**src/rtl/i2c_target_sync.sv**
```systemverilog
// Oversampled I2C target on clk_50M: START/STOP, address match, pointer byte, burst write/read.
// Define I2C_CLK_STRETCH_EN to stretch SCL while waiting for reg_rvalid on reads.
module i2c_target_sync #(
  parameter logic [6:0] DEV_ADDR   = 7'h50,
  parameter int         NUM_REGS   = 16,
  parameter int         FILTER_LEN = 3,
  localparam int        PW         = (NUM_REGS > 1) ? $clog2(NUM_REGS) : 1
) (
  input  logic          clk_50M,
  input  logic          rst,
  input  logic          scl_in,
  input  logic          sda_in,
  output logic          sda_oe,
  output logic          scl_oe,
  output logic [PW-1:0] reg_addr,
  output logic [7:0]    reg_wdata,
  output logic          reg_we,
  output logic          reg_re,
  input  logic [7:0]    reg_rdata,
  input  logic          reg_rvalid,
  output logic          busy
);

  typedef enum logic [3:0] {
    IDLE, ADDR, ADDR_ACK, PTR, PTR_ACK, WR, WR_ACK, RD_LOAD, RD, RD_MACK
  } state_t;

  state_t state, state_nxt;

  // index 1 = SCL, index 0 = SDA
  logic [1:0]      sync1, sync2, filt, filt_q;
  logic [1:0][2:0] run_cnt;

  always_ff @(posedge clk_50M or posedge rst) begin
    if (rst) begin
      sync1   <= '1;
      sync2   <= '1;
      filt    <= '1;
      filt_q  <= '1;
      run_cnt <= '0;
    end else begin
      sync1  <= {scl_in, sda_in};
      sync2  <= sync1;
      filt_q <= filt;
      for (int i = 0; i < 2; i++) begin
        if (sync2[i] == filt[i]) begin
          run_cnt[i] <= '0;
        end else if (run_cnt[i] == 3'(FILTER_LEN - 1)) begin
          filt[i]    <= sync2[i];
          run_cnt[i] <= '0;
        end else begin
          run_cnt[i] <= run_cnt[i] + 3'd1;
        end
      end
    end
  end

  logic scl_f, sda_f, scl_rise, scl_fall, sda_rise, sda_fall, start_det, stop_det;
  assign scl_f     = filt[1];
  assign sda_f     = filt[0];
  assign scl_rise  = filt[1] & ~filt_q[1];
  assign scl_fall  = ~filt[1] & filt_q[1];
  assign sda_rise  = filt[0] & ~filt_q[0];
  assign sda_fall  = ~filt[0] & filt_q[0];
  assign start_det = sda_fall & scl_f;
  assign stop_det  = sda_rise & scl_f;

  logic [7:0]    sr;
  logic [7:0]    byte_in;
  logic [2:0]    bit_cnt;
  logic [1:0]    fall_d;
  logic [PW-1:0] ptr;
  logic          rw, ack_clk, re_done, load_ok;
  logic          we_set, re_set, capture, ptr_load, ptr_inc, last_bit;

  assign byte_in  = {sr[6:0], sda_f};
  assign last_bit = (bit_cnt == 3'd7);
  assign reg_addr = ptr;

  always_ff @(posedge clk_50M or posedge rst) begin
    if (rst) state <= IDLE;
    else     state <= state_nxt;
  end

  always_comb begin
    state_nxt = state;
    we_set    = 1'b0;
    re_set    = 1'b0;
    capture   = 1'b0;
    ptr_load  = 1'b0;
    ptr_inc   = 1'b0;
    if (stop_det) begin
      state_nxt = IDLE;
    end else if (start_det) begin
      state_nxt = ADDR;
    end else begin
      case (state)
        ADDR:     if (scl_rise && last_bit)
                    state_nxt = (byte_in[7:1] == DEV_ADDR) ? ADDR_ACK : IDLE;
        ADDR_ACK: if (scl_fall && ack_clk) state_nxt = rw ? RD_LOAD : PTR;
        PTR:      if (scl_rise && last_bit) begin
                    state_nxt = PTR_ACK;
                    ptr_load  = 1'b1;
                  end
        PTR_ACK:  if (scl_fall && ack_clk) state_nxt = WR;
        WR:       if (scl_rise && last_bit) begin
                    state_nxt = WR_ACK;
                    we_set    = 1'b1;
                  end
        WR_ACK:   if (scl_fall && ack_clk) begin
                    state_nxt = WR;
                    ptr_inc   = 1'b1;
                  end
        RD_LOAD:  if (!re_done) begin
                    re_set = 1'b1;
                  end else if (load_ok) begin
                    capture   = 1'b1;
                    state_nxt = RD;
                  end
        RD:       if (scl_rise && last_bit) state_nxt = RD_MACK;
        RD_MACK:  if (scl_rise) begin
                    if (sda_f) state_nxt = IDLE;
                    else       ptr_inc   = 1'b1;
                  end else if (scl_fall && ack_clk) begin
                    state_nxt = RD_LOAD;
                  end
        default:  state_nxt = state;
      endcase
    end
  end

  always_ff @(posedge clk_50M or posedge rst) begin
    if (rst) begin
      sr        <= '0;
      bit_cnt   <= '0;
      fall_d    <= '0;
      ptr       <= '0;
      rw        <= 1'b0;
      ack_clk   <= 1'b0;
      re_done   <= 1'b0;
      reg_we    <= 1'b0;
      reg_re    <= 1'b0;
      reg_wdata <= '0;
      busy      <= 1'b0;
      sda_oe    <= 1'b0;
    end else begin
      fall_d <= {fall_d[0], scl_fall};
      reg_we <= we_set;
      reg_re <= re_set;
      if (we_set) reg_wdata <= byte_in;
      if (start_det)     busy <= 1'b1;
      else if (stop_det) busy <= 1'b0;
      if (start_det || stop_det || state_nxt != state) begin
        bit_cnt <= '0;
        ack_clk <= 1'b0;
      end else if (scl_rise) begin
        bit_cnt <= bit_cnt + 3'd1;
        ack_clk <= 1'b1;
      end
      if (capture) sr <= reg_rdata;
      else if (scl_rise) begin
        case (state)
          ADDR, PTR, WR: sr <= byte_in;
          RD:            sr <= {sr[6:0], 1'b0};
          default:       sr <= sr;
        endcase
      end
      if (scl_rise && state == ADDR && last_bit) rw <= sda_f;
      if (ptr_load)     ptr <= PW'(byte_in % NUM_REGS);
      else if (ptr_inc) ptr <= (ptr == PW'(NUM_REGS - 1)) ? '0 : ptr + PW'(1);
      if (state != RD_LOAD) re_done <= 1'b0;
      else if (re_set)      re_done <= 1'b1;
      // SDA only moves two clocks after the filtered SCL fall, or when read data lands
      if (start_det || stop_det) begin
        sda_oe <= 1'b0;
      end else if (capture) begin
        sda_oe <= ~reg_rdata[7];
      end else if (fall_d[1]) begin
        case (state)
          ADDR_ACK, PTR_ACK, WR_ACK: sda_oe <= ~ack_clk;
          RD:                        sda_oe <= ~sr[7];
          default:                   sda_oe <= 1'b0;
        endcase
      end
    end
  end

`ifdef I2C_CLK_STRETCH_EN
  assign load_ok = reg_rvalid;

  always_ff @(posedge clk_50M or posedge rst) begin
    if (rst) scl_oe <= 1'b0;
    else     scl_oe <= (state == RD_LOAD);
  end
`else
  logic [1:0] ld_cnt;
  logic       unused_rvalid;

  assign unused_rvalid = reg_rvalid;
  assign scl_oe        = 1'b0;
  assign load_ok       = (ld_cnt == 2'd2);

  always_ff @(posedge clk_50M or posedge rst) begin
    if (rst)                  ld_cnt <= '0;
    else if (!re_done)        ld_cnt <= '0;
    else if (ld_cnt != 2'd3)  ld_cnt <= ld_cnt + 2'd1;
  end
`endif

endmodule

```
**config.mk**
```make
export PLATFORM = sky130hd
export DESIGN_NAME = i2c_target_sync
export DESIGN_NICKNAME = d
export VERILOG_FILES = /design/src/rtl/i2c_target_sync.sv
export SDC_FILE = /design/constraint.sdc
export NUM_CORES = 1
export LEC_CHECK = 0
export BUFFER_PORTS_ARGS = -buffer_cell sky130_fd_sc_hd__buf_4
export CELL_PAD_IN_SITES_DETAIL_PLACEMENT = 2
export CELL_PAD_IN_SITES_GLOBAL_PLACEMENT = 2
export CORE_MARGIN = 2
export CORE_UTILIZATION = 38
export CTS_CLUSTER_SIZE = 20
export DETAILED_ROUTE_END_ITERATION = 6
export HOLD_SLACK_MARGIN = 0.12
export PLACE_DENSITY_LB_ADDON = 0.08
export SLEW_MARGIN = 10
export SYNTH_ARGS = -nofsm -noshare
export SYNTH_HDL_FRONTEND = slang
export SYNTH_SLANG_ARGS = --single-unit
export TNS_END_PERCENT = 10
```
**constraint.sdc**
```tcl
create_clock -name clk_50M -period 2.65 [get_ports clk_50M]
set_input_delay 0.53 -clock clk_50M [delete_from_list [all_inputs] [get_ports clk_50M]]
set_output_delay 0.53 -clock clk_50M [all_outputs]
set_load 0.01 [all_outputs]
```
==> metrics.yaml <==
timing:
  rsz0062_at_grt: "false"
  final_max_slew_viol_count: 0
  tns_ns: 0
  post-route-period-util_pct: 86.4
  worst_pin_slew_ns: 0.557
  max_slew_margin_pct: 62.8
  layout_setup_ws_ns: 0.361
  report.final.hold_viol_count: 0
  finalSetupViolations: 0
  fin_crit_ns: 2.29
  finalClockSkew_ns: 0.00745
  max_freq_ghz: 0.437
  holdWs_ns: 0.273
cells_and_area:
  area_growth_pct: 14.0
  drive_gt1_share_pct: 25.2
  design_area_um2: 3160
  n_antenna_cell: 0
  nNetsFinal: 311
clock_tree:
  htree_levels: 2
  cts_hold_buf: 0
  cts_resized: 0
  clk_path_buf_depth: 2
  cts_setup_buffers: 0
  clock-sinks: 52
  clk_pin_slew_ns: 0.10
  cts_buffers: 5
  root_buffer: "clkbuf_8"
  clk_latency_ns: 0.30
  cts_tree: "built"
critical_path:
  cpMaxStageDelayCell: "o211ai_1"
  critPathKind: "reg2reg"
  rr_worst_depth: 8
  cp-end-kind: "register"
  rrSetupSlack_ns: 0.36
  r2r-end: "bit_cnt[1]"
  crit_chain: "ha_1 -> ha_1 -> nand4b_1 -> nor2_1 -> a31oi_1 -> and2_1 -> o211ai_1 -> nor3_1"
  critPathRequiredTime_ns: 2.83
  crit_end: "bit_cnt[1]"
  worstSetupStartpointType: "register"
  timing.rr.start: "bit_cnt[0]"
  crit_path_max_fanout: 4
  critPathMaxStageDelay_ns: 0.42
  cp_common_cell: "ha_1"
  worstPathArrival_ns: 2.46
  cp-startpoint: "bit_cnt[0]"
logic_synthesis:
  synth_area_per_cell_um2: 10.4
  synth_top_area_share_pct: 39.7
  syn_area_um2: 2770
  synthDistinctLibCells: 61
  synth_common_cells: "dfrtp_1 (44), nand2_1 (25), nor2_1 (16)"
  async_flop_share_pct: 100
  synth_area_leader_cell: "dfrtp_1"
  synth-seq-cells: 52
  syn-num-nets: 284
  ys_seq_area_share_pct: 47.3
  ys_warn_count: 0
  synth.most_common_cell: "dfrtp_1"
  synth-edff-count: 0
  syn_inst: 266
  ys.flop_type: "dfrtp_1"
  synth_area_leaders: "dfrtp_1 (40%), dfstp_2 (7.6%), mux2_2 (4.1%)"
route:
  wl_met1_um: 3290
  met3_length_um: 125
  wl_per_cell_um: 17.7
  via_per_inst: 5.36
  dr.pass1.iters: 4
  topRoutingLayerUsed: "met4"
  routed_wl_um: 6970
  drcViolationCount: 0
  vias: 2106
  ant_nets: 0
  wl_met2_um: 3510
  drtIter0Drc: 57
floorplanning:
  dieHeight_um: 89.4
  dieWidth_um: 89.4
  ios: 30
  rows: 31
  die_area_um2: 7990
  start_util_pct: 38.6
  coreArea_um2: 7180
grt:
  grt_usage_pct: 18.3
  grt_max_degree: 29
  antenna_found_initial: 0
  grt.overflow.total: 0
  grt_pass1_vias: 2154
  grt_pass1_wl_um: 11100
pwr:
  ir_drop_mv: 0.488
  p_leak_nw: 1.46
  p_per_area_nw_per_um2: 920
place:
  dp_slack_ns: 0.414
  dp_hpwl_um: 4950
  place_area_um2: 3070
  gp_congestion: 0.816
  io_buffers: 27
run_status:
  status: "finished, final reports clean"
worst_hold_path:
  hp-class: "in2async"
run:
  max_cap_viol_count: 0
==> layout by cell type (no fill, tap or decap), drive strengths merged, types with 3 or more instances in the layout <==
cell type  count
a21o           6
a21oi         15
a22o           6
a31oi          4
and2           7
buf           34
clkbuf         6
dfrtp         44
dfstp          8
ha             5
inv           10
mux2          10
mux2i          7
nand2         26
nand2b         4
nand3          4
nand3b         4
nand4          7
nor2          18
nor2b          9
nor3           9
o21ai          8
xnor2          4
xor2           3
==> per-layer routing <==
metal | GRT usage [%] | vias up
met2 | 32.1 | 19
li1 | - | 1001
met1 | 24.4 | 1082
met4 | 2.85 | 0
met5 | 0 | -
met3 | 2.77 | 4
==> how the worst min path moves through the flow <==
stage,from,to,cells past startpoint
after floorplan,fall_d[0],fall_d[1],0
after global placement,fall_d[0],fall_d[1],0
after detailed placement,fall_d[0],fall_d[1],0
after CTS,rst,sr[4],2
after global routing,rst,sr[4],2
final,rst,sr[4],2
==> through the flow <==
| stage | power (mW) | std cells | utilization [%] |
|---|---|---|---|
| CTS | 2.95 | 393 | 44.0 |
| detailed placement | 2.47 | 385 | 42.8 |
| finish | 2.91 | 393 | 44.0 |
| global placement | 2.43 | 385 | 42.8 |
| floorplan | 2.09 | 266 | - |
| global route | 3.13 | 393 | 44.0 |
==> sequential cells by signal (all words and copies together) (netlist names), 2 cells and up <==
register	count
filt_q	2
ld_cnt	2
sr	8
sync2	2
reg_addr	4
bit_cnt	3
reg_wdata	8
sync1	2
filt	2
fall_d	2
run_cnt	6
state	4
==> cell families (layout without fill, tap and decap cells) <==
logic type	Yosys count	after routing	share of synthesized area, %
mux	17	17	6.59
buf+inv	24	52	4.74
other cells	1	1	0.135
compound gates	59	59	15.9
xor+xnor	7	7	2.21
flops	52	52	47.3
fa+ha+maj	5	5	2.26
simple gates	101	101	20.9
==> power breakdown <==
part           switching, mW  internal (mW)  total, mW
clock                  0.276          0.189      0.466
combinational          0.621          0.501       1.12
sequential             0.306           1.01       1.32
==> final cells by class <==
type                       count  area (um2)
fill                         780        4020
multi-input combinational    190        1330
sequential                    52        1310
timing repair buffer          34         268
tap                           99         124
clock buffer                   6        72.6
inverter                      10        42.5
clock inverter                 2        13.8
==> critical path, delay by kind of cell (launching register included) <==
family,cells,cell delay (ns)
compound gates,2,0.59
fa+ha+maj,2,0.38
flops,1,0.38
simple gates,4,0.82
(Power assumes the default switching activity.)
